**config.mk**
```make
export PLATFORM = sky130hd
export DESIGN_NAME = demux_rr_1ton_flat
export DESIGN_NICKNAME = d
export VERILOG_FILES = /design/src/rtl/demux_rr_1ton_if.sv /design/src/rtl/demux_rr_1ton.sv /design/src/flat_wrapper.sv
export SDC_FILE = /design/constraint.sdc
export NUM_CORES = 1
export LEC_CHECK = 0
export BUFFER_PORTS_ARGS = -buffer_cell sky130_fd_sc_hd__buf_2
export CAP_MARGIN = 25
export CORE_ASPECT_RATIO = 1.1
export CORE_MARGIN = 4
export CORE_UTILIZATION = 54
export CTS_CLUSTER_SIZE = 16
export DETAILED_ROUTE_END_ITERATION = 10
export PLACE_DENSITY = 0.82
export SLEW_MARGIN = 20
export SYNTH_ARGS = -nofsm -noshare
export SYNTH_HDL_FRONTEND = slang
export SYNTH_SLANG_ARGS = --single-unit
```
**constraint.sdc**
```tcl
create_clock -name CLK -period 1.87 [get_ports CLK]
set_input_delay 0 -clock CLK [delete_from_list [all_inputs] [get_ports CLK]]
set_output_delay 0 -clock CLK [all_outputs]
set_load 0.01 [all_outputs]
```
**src/rtl/demux_rr_1ton_if.sv**
```systemverilog
// Sample bus between a producer and the round-robin demux: one sample in, N channel fields out.
interface demux_rr_1ton_if #(
  parameter int BW = 6,
  parameter int N  = 4
);
  localparam int W  = BW + 4;
  localparam int CW = (N > 1) ? $clog2(N) : 1;

  logic signed [W-1:0]   IN;
  logic                  IN_VLD;
  logic                  SYNC;
  logic [N*W-1:0]        OUT;
  logic                  OUT_VLD;
  logic [CW-1:0]         CH;

  modport master (output IN, IN_VLD, SYNC, input OUT, OUT_VLD, CH);
  modport slave  (input IN, IN_VLD, SYNC, output OUT, OUT_VLD, CH);
endinterface

```
**src/rtl/demux_rr_1ton.sv**
```systemverilog
// Round-robin 1:N sample demux with optional frame-aligned output update; 1-cycle latency.
// No backpressure: every IN_VLD cycle is a sample taken, SYNC restarts the frame at slot 0.
module demux_rr_1ton #(
  parameter int BW    = 6,
  parameter int N     = 4,
  parameter int ALIGN = 1
) (
  input  logic             CLK,
  input  logic             RES_B,
  demux_rr_1ton_if.slave   bus
);
  localparam int W  = BW + 4;
  localparam int CW = (N > 1) ? $clog2(N) : 1;

  logic [CW-1:0]         ptr_q, ptr_d;
  logic [CW-1:0]         slot;
  logic [N-1:0][W-1:0]   out_q, out_d;
  logic [N-2:0][W-1:0]   shadow_q, shadow_d;
  logic                  vld_q, vld_d;

  always_comb begin
    ptr_d    = ptr_q;
    out_d    = out_q;
    shadow_d = shadow_q;
    vld_d    = 1'b0;
    // SYNC with a sample forces that sample into slot 0 whatever the pointer held.
    slot     = bus.SYNC ? '0 : ptr_q;

    if (bus.IN_VLD) begin
      ptr_d = (slot == CW'(N-1)) ? '0 : slot + CW'(1);
      vld_d = (slot == CW'(N-1));
      if (ALIGN == 0) begin
        for (int k = 0; k < N; k++) begin
          if (slot == CW'(k)) out_d[k] = bus.IN;
        end
      end else begin
        for (int k = 0; k < N-1; k++) begin
          if (slot == CW'(k)) shadow_d[k] = bus.IN;
        end
        if (slot == CW'(N-1)) begin
          for (int j = 0; j < N-1; j++) out_d[j] = shadow_q[j];
          out_d[N-1] = bus.IN;
        end
      end
    end else if (bus.SYNC) begin
      ptr_d = '0;
    end
  end

  always_ff @(posedge CLK or negedge RES_B) begin
    if (!RES_B) begin
      ptr_q    <= '0;
      out_q    <= '0;
      shadow_q <= '0;
      vld_q    <= 1'b0;
    end else begin
      ptr_q    <= ptr_d;
      out_q    <= out_d;
      shadow_q <= shadow_d;
      vld_q    <= vld_d;
    end
  end

  assign bus.OUT     = out_q;
  assign bus.OUT_VLD = vld_q;
  assign bus.CH      = ptr_q;
endmodule
```
**src/flat_wrapper.sv**
```systemverilog
// flat-port wrapper written by rule: the top's interface ports become plain ports
module demux_rr_1ton_flat 
#(
  parameter int BW    = 6,
  parameter int N     = 4,
  parameter int ALIGN = 1
)
  (CLK, RES_B, bus_IN, bus_IN_VLD, bus_SYNC, bus_OUT, bus_OUT_VLD, bus_CH);
  demux_rr_1ton_if #(.BW(BW), .N(N)) bus_i ();
  input  logic CLK;
  input  logic RES_B;
  input wire logic [$bits(bus_i.IN)-1:0] bus_IN;
  input wire logic [$bits(bus_i.IN_VLD)-1:0] bus_IN_VLD;
  input wire logic [$bits(bus_i.SYNC)-1:0] bus_SYNC;
  output wire logic [$bits(bus_i.OUT)-1:0] bus_OUT;
  output wire logic [$bits(bus_i.OUT_VLD)-1:0] bus_OUT_VLD;
  output wire logic [$bits(bus_i.CH)-1:0] bus_CH;
  assign bus_i.IN = bus_IN;
  assign bus_i.IN_VLD = bus_IN_VLD;
  assign bus_i.SYNC = bus_SYNC;
  assign bus_OUT = bus_i.OUT;
  assign bus_OUT_VLD = bus_i.OUT_VLD;
  assign bus_CH = bus_i.CH;
  demux_rr_1ton #(.BW(BW), .N(N), .ALIGN(ALIGN)) u_core (.CLK(CLK), .RES_B(RES_B), .bus(bus_i));
endmodule
```
Yosys cells after proc, flatten, opt, wreduce, memory -nomap -nowiden
Index checks and enable logic that the tools add are counted.
- register bits: 73
- output and inout bits: 43
- add/subtract/negate cells: 1
- equal/unequal tests: 3
- multiplexer cells: 4
- reduce and logical (&&, ||, !) cells: 5
- operators with widths (kind ; number):
    2-bit AND reduction ; 4
    2-bit two-way mux ; 3
    2-bit == test (second input constant) ; 2
    2-bit by 1-bit adder with 2-bit output (second input constant) ; 1
    2-bit by 1-bit == test with 1-bit output (second input constant) ; 1
    2-bit zero test ; 1
    1-bit two-way mux ; 1

Depth between registers and ports, before layout
Gate-level depths: netlist of run 1.
- word-level depth: 4
- mapped depth: 4
- gate-level depth less buffers: 4

Worst setup path after synthesis of run 1
No wires, ideal clock.
- path kind: reg-to-reg
- start point: register u_core.ptr_q[0], in the netlist u_core.bus.CH[0]
- end point: register u_core.shadow_q[0] (netlist name)
- library setup time: 125 ps
- arrival: 1427 ps
- slack: 318 ps
- stages on the path, launching flop included: 5
- period minus slack after synthesis: 1552 ps
- cells stage by stage: dfrtp_1 > or2b_1 > ha_1 > nand2_2 > mux2_2
- cells in the longest elaborated chain, start to end: 3
- ends and longest elaborated chain (element ; line ; source):
    start: declaration ; demux_rr_1ton.sv:15 ; logic [CW-1:0] ptr_q, ptr_d;
    start signal: assignment ; demux_rr_1ton.sv:57 ; ptr_q <= ptr_d;
    2-bit two-way mux ; -- ;
    2-bit zero test ; demux_rr_1ton.sv:38 ; if (slot == CW'(k)) shadow_d[k] = bus.IN;
    2-bit AND reduction (no source line) ; -- ;
    end signal: assignment ; demux_rr_1ton.sv:59 ; shadow_q <= shadow_d;
    end: declaration ; demux_rr_1ton.sv:18 ; logic [N-2:0][W-1:0] shadow_q, shadow_d;
Every way passes these cells.
A chain may end at the register's enable or synchronous reset.

Worst setup path after layout of run 1
- start point: register u_core.ptr_q[0], in the netlist u_core.bus.CH[0]
- end point: register u_core.shadow_q[9] (netlist name)
The elaborated chain is that of the path after synthesis.

==> impl_metrics.ini, run 1 <==
[global_route]
grt_start_max_net_pins = 74
grt.total_usage_pct = 16.8
grt_overflow = 0
grt_pass1_vias = 1631
grt_pass1_wl_mm = 8.45
antenna_found_initial = 0

[logic_synthesis]
synth_commonest_cells = dfrtp_1 (73), mux2_4 (40), mux2_2 (30)
syn_area_um2 = 2950
syn_avg_cell_area_um2 = 18.3
synth_top_area_share_pct = 62.0
seq_area_frac_synth_pct = 62.0
syn_inst = 161
synth_fp_nets = 176
yosys.cell_count.top_type = dfrtp_1
yosysUniqueCellTypes = 13
synth_edf_count = 0
ys.flop_type = dfrtp_1
yosysTopAreaCell = dfrtp_1
synth_warnings = 0
ys_ff_latch = 73
synth.area.top_cells = dfrtp_1 (62%), mux2_4 (20%), mux2_2 (11%)
async_flop_share_pct = 100

[final_layout]
drive_above_1_share_pct = 61.8
fin_nets = 251
area_delta_synth_final_pct = 25.0
ff_latch_area_um2 = 1830
antenna_cells = 0
nFillCells = 331
multi_input_comb_area_um2 = 1040
instances_no_fill = 313

[routing]
drt.antenna.violating_nets = 0
dr.pass1.iters = 4
wl_per_cell_um = 16.4
drc_errors = 0
drt-initial-drc-count = 81
num_vias = 1578
routed_wl_mm = 5.15
vias_per_cell = 5.04

[cts]
clockBufferDepth = 2
clk_pin_slew_ns = 0.07
cts_sinks = 73
numCtsBuffers = 9
cts_root_buf = clkbuf_8
htreeDepth = 3
clkLatencyLatePin_ns = 0.34
cts_tree = built

[setup_path]
crit_chain = or2b_1 -> ha_1 -> nand2_2 -> mux2_2
path_depth = 4
reg2regPathDepth = 4
path_buf_inv = 0
cp_slowest_stage_delay_ns = 0.43
cp.required_ns = 2.10
cp_data_arrival_time_ns = 1.83
critPathKind = flop to flop
path_delay_family = simple AND/OR/NAND/NOR gates
crit_path_start_kind = flop
crit_fanout = 10
cp-end-kind = flop
cp_slowest_cell = dfrtp_1

[power]
leakage_nw = 1.93
p_per_area_nw_per_um2 = 1570
ir_drop_uv = 793

[timing]
clock_skew_ns = 0.00601
rsz0062_at_grt = false
finalHoldViolations = 0
maxSlewViolCount = 0
worst_slack_ns = 0.270
period_needed_ns = 1.60
slew_headroom_pct = 74.2
fin_tns_setup_ns = 0
setup_viol = 0
finalCritPeriodShare_pct = 85.6
max_freq_mhz = 625
worst_slew_pin_slew_ns = 0.387

[floorplan]
row_count = 27
ios = 57
die_y_um = 85.5
die_x_um = 78.4
dieArea_um2 = 6710
floorplan.initialDensity_pct = 57.4
core_um2 = 5130

[place]
gp_congestion = 0.682
place_ws_ns = 0.261
dp_cells = 285
io_buffers = 56
hpwl_mm = 3.30

[worst_hold_path]
hp-class = input pin to flop
hold_depth = 3

[outcome]
status = finished, final reports clean

[job]
cap_viol_max_count = 0
## through the flow
stage	utilization [%]	total power, mW	cell area [µm²]	hold WS, ns
after global routing	71.7	6.08	3680	0.0286
after floorplan	-	3.53	2950	-0.296
final	71.7	5.78	3680	0.0222
after CTS	71.7	5.85	3680	0.00270
after detailed placement	64.0	4.16	3290	0.0555
after global placement	64.0	4.08	3290	0.0585
## final cells by class
type	instances	area share, %
clock buffers	11	4.11
clock inverters	5	3.40
inverters	1	0.102
multi-input cells	80	28.2
flip-flops and latches	73	49.6
well taps	72	2.45
repair buffers	71	12.2
## path summary, 6_finish.rpt
path / from / endpoint / slack (ns)
setup / recovery: u_core.bus.CH[0] / u_core.shadow_q[9] / 0.27
hold / removal: bus_SYNC / u_core.bus.CH[0] / 0.02
setup reg to reg: u_core.bus.CH[0] / u_core.shadow_q[9] / 0.27
min in group asynchronous: RES_B / u_core.bus.OUT[14] / 0.20
hold reg to reg: u_core.shadow_q[5] / u_core.bus.OUT[5] / 0.50
max in group asynchronous: RES_B / u_core.shadow_q[27] / 1.35
## cells in the final DEF (no fill, tap or decap), drive strengths merged
cell type,n
or2b,2
and4bb,2
nand2,2
o21ai,1
ha,1
bufinv,4
inv,1
mux2,70
dfrtp,73
buf,59
clkbuf,11
clkinv,1
nand4b,1
xnor2,1
dlygate4sd3,12
## power breakdown
part / internal [mW] / switching (mW) / total, mW
registers: 2.20 / 0.345 / 2.54
clock network: 1.09 / 0.558 / 1.65
logic: 0.992 / 0.595 / 1.59
total: 4.28 / 1.50 / 5.78
## registers in the layout, indices dropped and copies added (netlist names)
name / flops
u_core.bus.OUT_VLD: 1
u_core.bus.CH: 2
u_core.bus.OUT: 40
u_core.shadow_q: 30
## layer usage
metal / GRT usage [%] / part of all wire [%] / wire [µm]
met1: 22.2 / 46 / 2360
met2: 25.8 / 48 / 2460
met3: 4.94 / 4.3 / 221
met5: 0 / 0 / 0
met4: 8.11 / 2.1 / 108
## logic make-up after synthesis
logic type	count (synthesis)	share of synthesized area, %
and+or+nand+nor	7	2.50
muxes	70	31.8
buffers and inverters	8	2.80
AOI/OAI and AO/OA	1	0.170
DFF	73	62.0
adders and majority gates	1	0.424
xor gates and xnor gates	1	0.297
## worst register-to-register path: stages, from the launching register on
cell and delay [ns]:
dfrtp_1 0.43, or2b_1 0.28, ha_1 0.21, nand2_2 0.21, mux2_2 0.37
## timing repair
| item | in CTS | in global routing |
|---|---|---|
| hold buffers | 12 | 0 |
| endpoints found under the hold margin | 114 | 0 |
| endpoints found under the setup margin | 0 | 0 |
| buffers inserted | 0 | 0 |
| gates resized for setup | 0 | 0 |
No activity file was read; power rests on OpenSTA's default activity.
==> inputs of run 2 (changes only) <==
- ABC_AREA: unset -> 1
- CORE_UTILIZATION: 54 -> 45
- PLACE_DENSITY: 0.82 -> 0.71
==> impl_metrics.ini, run 2 <==
[logic_synthesis]
synth_mux_area_share_pct = 0
seq_area_frac_synth_pct = 60.3
synth_edf_count = 0
syn_avg_cell_area_um2 = 9.29
synth_top_area_share_pct = 60.3
yosysTopAreaCell = dfrtp_1
yosys.cell_count.top_type = nand2_1
synth_commonest_cells = nand2_1 (142), dfrtp_1 (73), nand4_1 (61)
synth_warnings = 0
synthAdderAreaFrac_pct = 0.413
synth_fp_nets = 341
synthSimpleGateAreaFrac_pct = 33.3
ys_ff_latch = 73
async_flop_share_pct = 100
ys.flop_type = dfrtp_1
syn_area_um2 = 3030
synth_top_family_by_area = simple AND/OR/NAND/NOR gates
synth_xor_area_share_pct = 0.289
synth.area.top_cells = dfrtp_1 (60%), nand2_1 (18%), nand4_1 (13%)
syn_inst = 326
yosysUniqueCellTypes = 18
synth-compound-area-share_pct = 0.165

[routing]
wl_per_cell_um = 14.7
drt-initial-drc-count = 267
drc_errors = 0
drt.antenna.violating_nets = 0
dr.pass1.iters = 4
vias_per_cell = 5.36
num_vias = 2539
routed_wl_mm = 6.98

[cts]
cts_sinks = 73
htreeDepth = 3
cts_root_buf = clkbuf_8
cts.repair.resized = 0
clkLatencyLatePin_ns = 0.34
clk_pin_slew_ns = 0.07
numCtsBuffers = 9
clockBufferDepth = 2
cts_tree = built

[floorplan]
floorplan.initialDensity_pct = 46.2
ios = 57
core_um2 = 6560
row_count = 31
dieArea_um2 = 8110
die_y_um = 94.0
die_x_um = 86.2

[place]
hpwl_mm = 4.44
gp_congestion = 0.799
place_ws_ns = 0.349
io_buffers = 56

[setup_path]
cp_slowest_cell = nand4_1
cp_slowest_stage_delay_ns = 0.44
crit_fanout = 43
regToRegEndpoint = u_core.shadow_q[28]
crit_path_start_kind = flop
r2r_slack_ns = 0.33
reg2regPathDepth = 4
cp-end-kind = flop
cp.required_ns = 2.10
critPathKind = flop to flop
crit_chain = buf_4 -> nand4_1 -> nand2_1 -> nand2_1
cp_common_cell = nand2_1
cp_data_arrival_time_ns = 1.77
r2r_start = u_core.bus.CH[1]

[timing]
clock_skew_ns = 0.00555
maxSlewViolCount = 0
max_freq_mhz = 649
period_needed_ns = 1.54
slew_headroom_pct = 69.7
finalCritPeriodShare_pct = 82.4
rsz0062_at_grt = false
fin_tns_setup_ns = 0
finalHoldViolations = 0
setup_viol = 0
worst_slack_ns = 0.328
worst_slew_pin_slew_ns = 0.455

[worst_hold_path]
hold_path.startpoint = bus_SYNC
min_to = u_core.bus.CH[1]
hold_depth = 4
hp-class = input pin to flop

[final_layout]
fin_nets = 402
antenna_cells = 0
utilization_pct = 55.9
drive_above_1_share_pct = 21.7
area_delta_synth_final_pct = 21.0
largest_register_ffs = 40
layout_common_cells = nand2_1 (142), dfrtp_1 (73), nand4_1 (61)
nFillCells = 612
layout_commonest_cell = nand2_1

[power]
leakage_nw = 2.03
total_power_mw = 5.19
p_per_area_nw_per_um2 = 1420
ir_drop_uv = 660

[job]
cap_viol_max_count = 0

[global_route]
grt_start_max_net_pins = 74
grt_overflow = 0
grt.total_usage_pct = 19.3
grt_pass1_wl_mm = 12.1
grt_pass1_vias = 2432
antenna_found_initial = 0

[outcome]
status = finished, final reports clean
-- run 2: cell count changes after synthesis, sizes merged, moves of 4 or more --
| cell | previous run | this run |
|---|---|---|
| nand2 | 2 | 143 |
| mux2 | 70 | 0 |
| nand4 | 0 | 62 |
| buf | 7 | 20 |
| nand3 | 0 | 11 |
| clkbuf | 0 | 7 |
| inv | 1 | 5 |
-- run 2: area by class of cell --
cell class / instances / area (µm²) / area share, %
Sequential cell: 73 / 1830 / 49.8
Multi-Input combinational cell: 221 / 1030 / 28.2
Timing Repair Buffer: 77 / 478 / 13.0
Clock buffer: 13 / 139 / 3.79
Tap cell: 82 / 103 / 2.80
Clock inverter: 3 / 65.1 / 1.78
Inverter: 5 / 18.8 / 0.512
-- run 2: metrics by stage --
stage	area [µm²]	instances	hold slack, ns
2_1_floorplan	3030	326	-0.296
3_3_place_gp	3350	447	0.0576
3_5_place_dp	3350	447	0.0607
4_1_cts	3660	474	0.0483
5_1_grt	3660	474	0.137
6_report	3660	474	0.0517
-- run 2: what timing repair did --
item | 4_1_cts | 5_1_grt
hold buffers | 11 | 0
setup buffers | 0 | 0
hold endpoints to repair | 113 | 0
-- run 2: critical path, delay by kind of cell (launching register included) --
kind / cells / cell delay, ns
and+or+nand+nor: 3 / 0.68
DFF: 1 / 0.36
buffers and inverters: 1 / 0.39
-- run 2: how the worst max path moves through the flow --
stage                           startpoint                  end  slack (ns)  depth (start not counted)
final                     u_core.bus.CH[1]  u_core.shadow_q[28]        0.33                          4
after global routing      u_core.bus.CH[1]  u_core.shadow_q[21]        0.12                          4
after CTS                 u_core.bus.CH[1]  u_core.shadow_q[28]        0.35                          4
after global placement    u_core.bus.CH[1]  u_core.shadow_q[23]        0.42                          4
after floorplan           u_core.bus.CH[1]   u_core.shadow_q[0]        0.49                          8
after detailed placement  u_core.bus.CH[1]  u_core.shadow_q[27]        0.35                          4
-- run 2: cells by family after synthesis --
| logic type | count (synthesis) |
|---|---|
| AOI/OAI and AO/OA | 1 |
| DFF | 73 |
| buffers and inverters | 32 |
| xor gates and xnor gates | 1 |
| and+or+nand+nor | 218 |
| adders and majority gates | 1 |
-- run 2: routing by layer --
metal	part of all wire, %	vias to the layer above	GRT usage [%]
li1	-	1231	-
met1	42	1204	26.5
met2	48	85	28.3
met3	6.5	19	3.77
met4	3.4	0	11.3
met5	0	-	0
-- run 2: where the power goes --
part	leakage, nW	switching (mW)	internal, mW
Combinational	0.994	0.834	0.583
Sequential	0.930	0.306	2.18
Clock	0.102	0.534	0.752
==> inputs of run 3 (changes only) <==
- ABC_AREA: 1 -> 0
- PLACE_DENSITY: 0.71 -> 0.74
- clock period: 1.87 -> 1.3 ns (I/O delays scaled with it)
==> impl_metrics.ini, run 3 (synthesis gave the netlist of run 1 again) <==
[outcome]
status = finished with violations
violations = setup timing

[setup_path]
cp_slowest_cell = dfrtp_2
path_delay_family = flip-flops
cp_slowest_stage_delay_ns = 0.39
crit_chain = or2b_1 -> ha_4 -> nand2_8 -> mux2_4
cp_data_arrival_time_ns = 1.64
crit_fanout = 5
crit_path_start_kind = flop
regToRegEndpoint = u_core.shadow_q[7]
r2r_slack_ns = -0.11
critPathKind = flop to flop
cp.required_ns = 1.52
r2r_start = u_core.bus.CH[1]
reg2regPathDepth = 4
cp-end-kind = flop
path_buf_inv = 0

[global_route]
grt_overflow = 0
grt.total_usage_pct = 15.7
antenna_found_initial = 0
grt_pass1_wl_mm = 9.44
grt_pass1_vias = 1804
grt_start_max_net_pins = 54

[final_layout]
area_delta_synth_final_pct = 33.3
largest_register_ffs = 40
fin_nets = 264
layout_commonest_cell = dfrtp_1
nFillCells = 460
drive_above_1_share_pct = 64.2
layout_common_cells = dfrtp_1 (71), mux2_4 (69), buf_2 (55)
antenna_cells = 0

[place]
gp_congestion = 0.729
io_buffers = 56
place_ws_ns = -0.136
hpwl_mm = 3.60

[power]
leakage_nw = 2.09
pwr-share-comb_pct = 33.3
sw_frac_of_total_pct = 28.8
total_power_mw = 7.74
p_per_area_nw_per_um2 = 1970
seq_power_share_pct = 47.6
p_sw_mw = 2.23
ir_drop_uv = 1160
p_clk_share_pct = 19.1
p_int_mw = 5.51

[worst_hold_path]
min_to = u_core.bus.CH[0]
hp-class = input pin to flop
hold_path.startpoint = bus_IN_VLD
hold_depth = 2

[timing]
slew_headroom_pct = 77.9
fin_tns_setup_ns = -4.50
clock_skew_ns = 0.00528
max_freq_mhz = 707
maxSlewViolCount = 0
finalHoldViolations = 0
worst_slew_pin_slew_ns = 0.332
finalCritPeriodShare_pct = 109
worst_slack_ns = -0.115
setup_viol = 70
rsz0062_at_grt = true
period_needed_ns = 1.41

[routing]
dr.pass1.iters = 4
drc_errors = 0
vias_per_cell = 4.86
wl_per_cell_um = 17.6
routed_wl_mm = 5.89
num_vias = 1622
drt.antenna.violating_nets = 0
drt-initial-drc-count = 116

[cts]
clk_pin_slew_ns = 0.07
cts_tree = built
numCtsBuffers = 9
cts_root_buf = clkbuf_8
cts_sinks = 73
clockBufferDepth = 2
htreeDepth = 3
clkLatencyLatePin_ns = 0.34

[floorplan]
floorplan.initialDensity_pct = 47.0
die_x_um = 85.2
die_y_um = 92.9
dieArea_um2 = 7910
core_um2 = 6270
row_count = 30
ios = 57

[job]
cap_viol_max_count = 0
-- run 3: how the worst max path moves through the flow --
stage / startpoint / end / slack, ns / cells after the start
floorplan: u_core.bus.CH[0] / u_core.shadow_q[0] / -0.12 / 4
global placement: u_core.bus.CH[0] / u_core.shadow_q[7] / -0.08 / 4
detailed placement: u_core.bus.CH[0] / u_core.shadow_q[5] / -0.14 / 4
CTS: u_core.bus.CH[0] / u_core.shadow_q[5] / -0.10 / 4
global route: u_core.bus.CH[0] / u_core.shadow_q[7] / -0.14 / 4
finish: u_core.bus.CH[1] / u_core.shadow_q[7] / -0.11 / 4
-- run 3: through the flow --
| step | hold slack, ns | std cells | utilization (%) | area [µm²] |
|---|---|---|---|---|
| after CTS | 0.0465 | 334 | 62.8 | 3930 |
| after floorplan | -0.296 | 161 | - | 3030 |
| after global routing | 0.0584 | 334 | 62.7 | 3930 |
| after detailed placement | -0.0987 | 301 | 55.6 | 3490 |
| final | 0.0735 | 334 | 62.7 | 3930 |
| after global placement | -0.101 | 301 | 55.6 | 3490 |
-- run 3: worst register-to-register path: stages, from the launching register on --
cell	delay, ns
dfrtp_2	0.39
or2b_1	0.28
ha_4	0.22
nand2_8	0.10
mux2_4	0.32
-- run 3: power groups by stage --
stage,Combinational (mW),Clock [mW],Sequential [mW]
2_1_floorplan,1.33,0,3.89
3_3_place_gp,2.40,0,3.68
3_5_place_dp,2.46,0,3.71
4_1_cts,2.61,1.53,3.69
5_1_grt,2.75,1.64,3.80
6_report,2.58,1.48,3.68
-- run 3: timing repair --
action | in CTS | in global routing
cloned | 3 | 0
pin swaps | 2 | 2
hold buffers | 11 | 0
buffers inserted | 3 | 1
endpoints found under the setup margin | 70 | 70
hold endpoints to repair | 113 | 0
resized for setup | 21 | 2
-- run 3: area by class of cell --
class | count | area, µm² | area share (%)
Multi-Input combinational cell | 81 | 1190 | 30.4
Clock buffer | 12 | 135 | 3.44
Tap cell | 80 | 100 | 2.55
Timing Repair Buffer | 83 | 647 | 16.5
Sequential cell | 73 | 1830 | 46.6
Clock inverter | 4 | 20.0 | 0.510
Inverter | 1 | 3.75 | 0.0955
-- run 3: per-layer routing --
metal / up-vias / global-route usage (%) / part of all wire (%)
met5: - / 0 / 0
met4: 0 / 6.46 / 1.2
met3: 8 / 4.72 / 6.2
met2: 58 / 21.6 / 42
met1: 810 / 23.0 / 50
li1: 746 / - / -
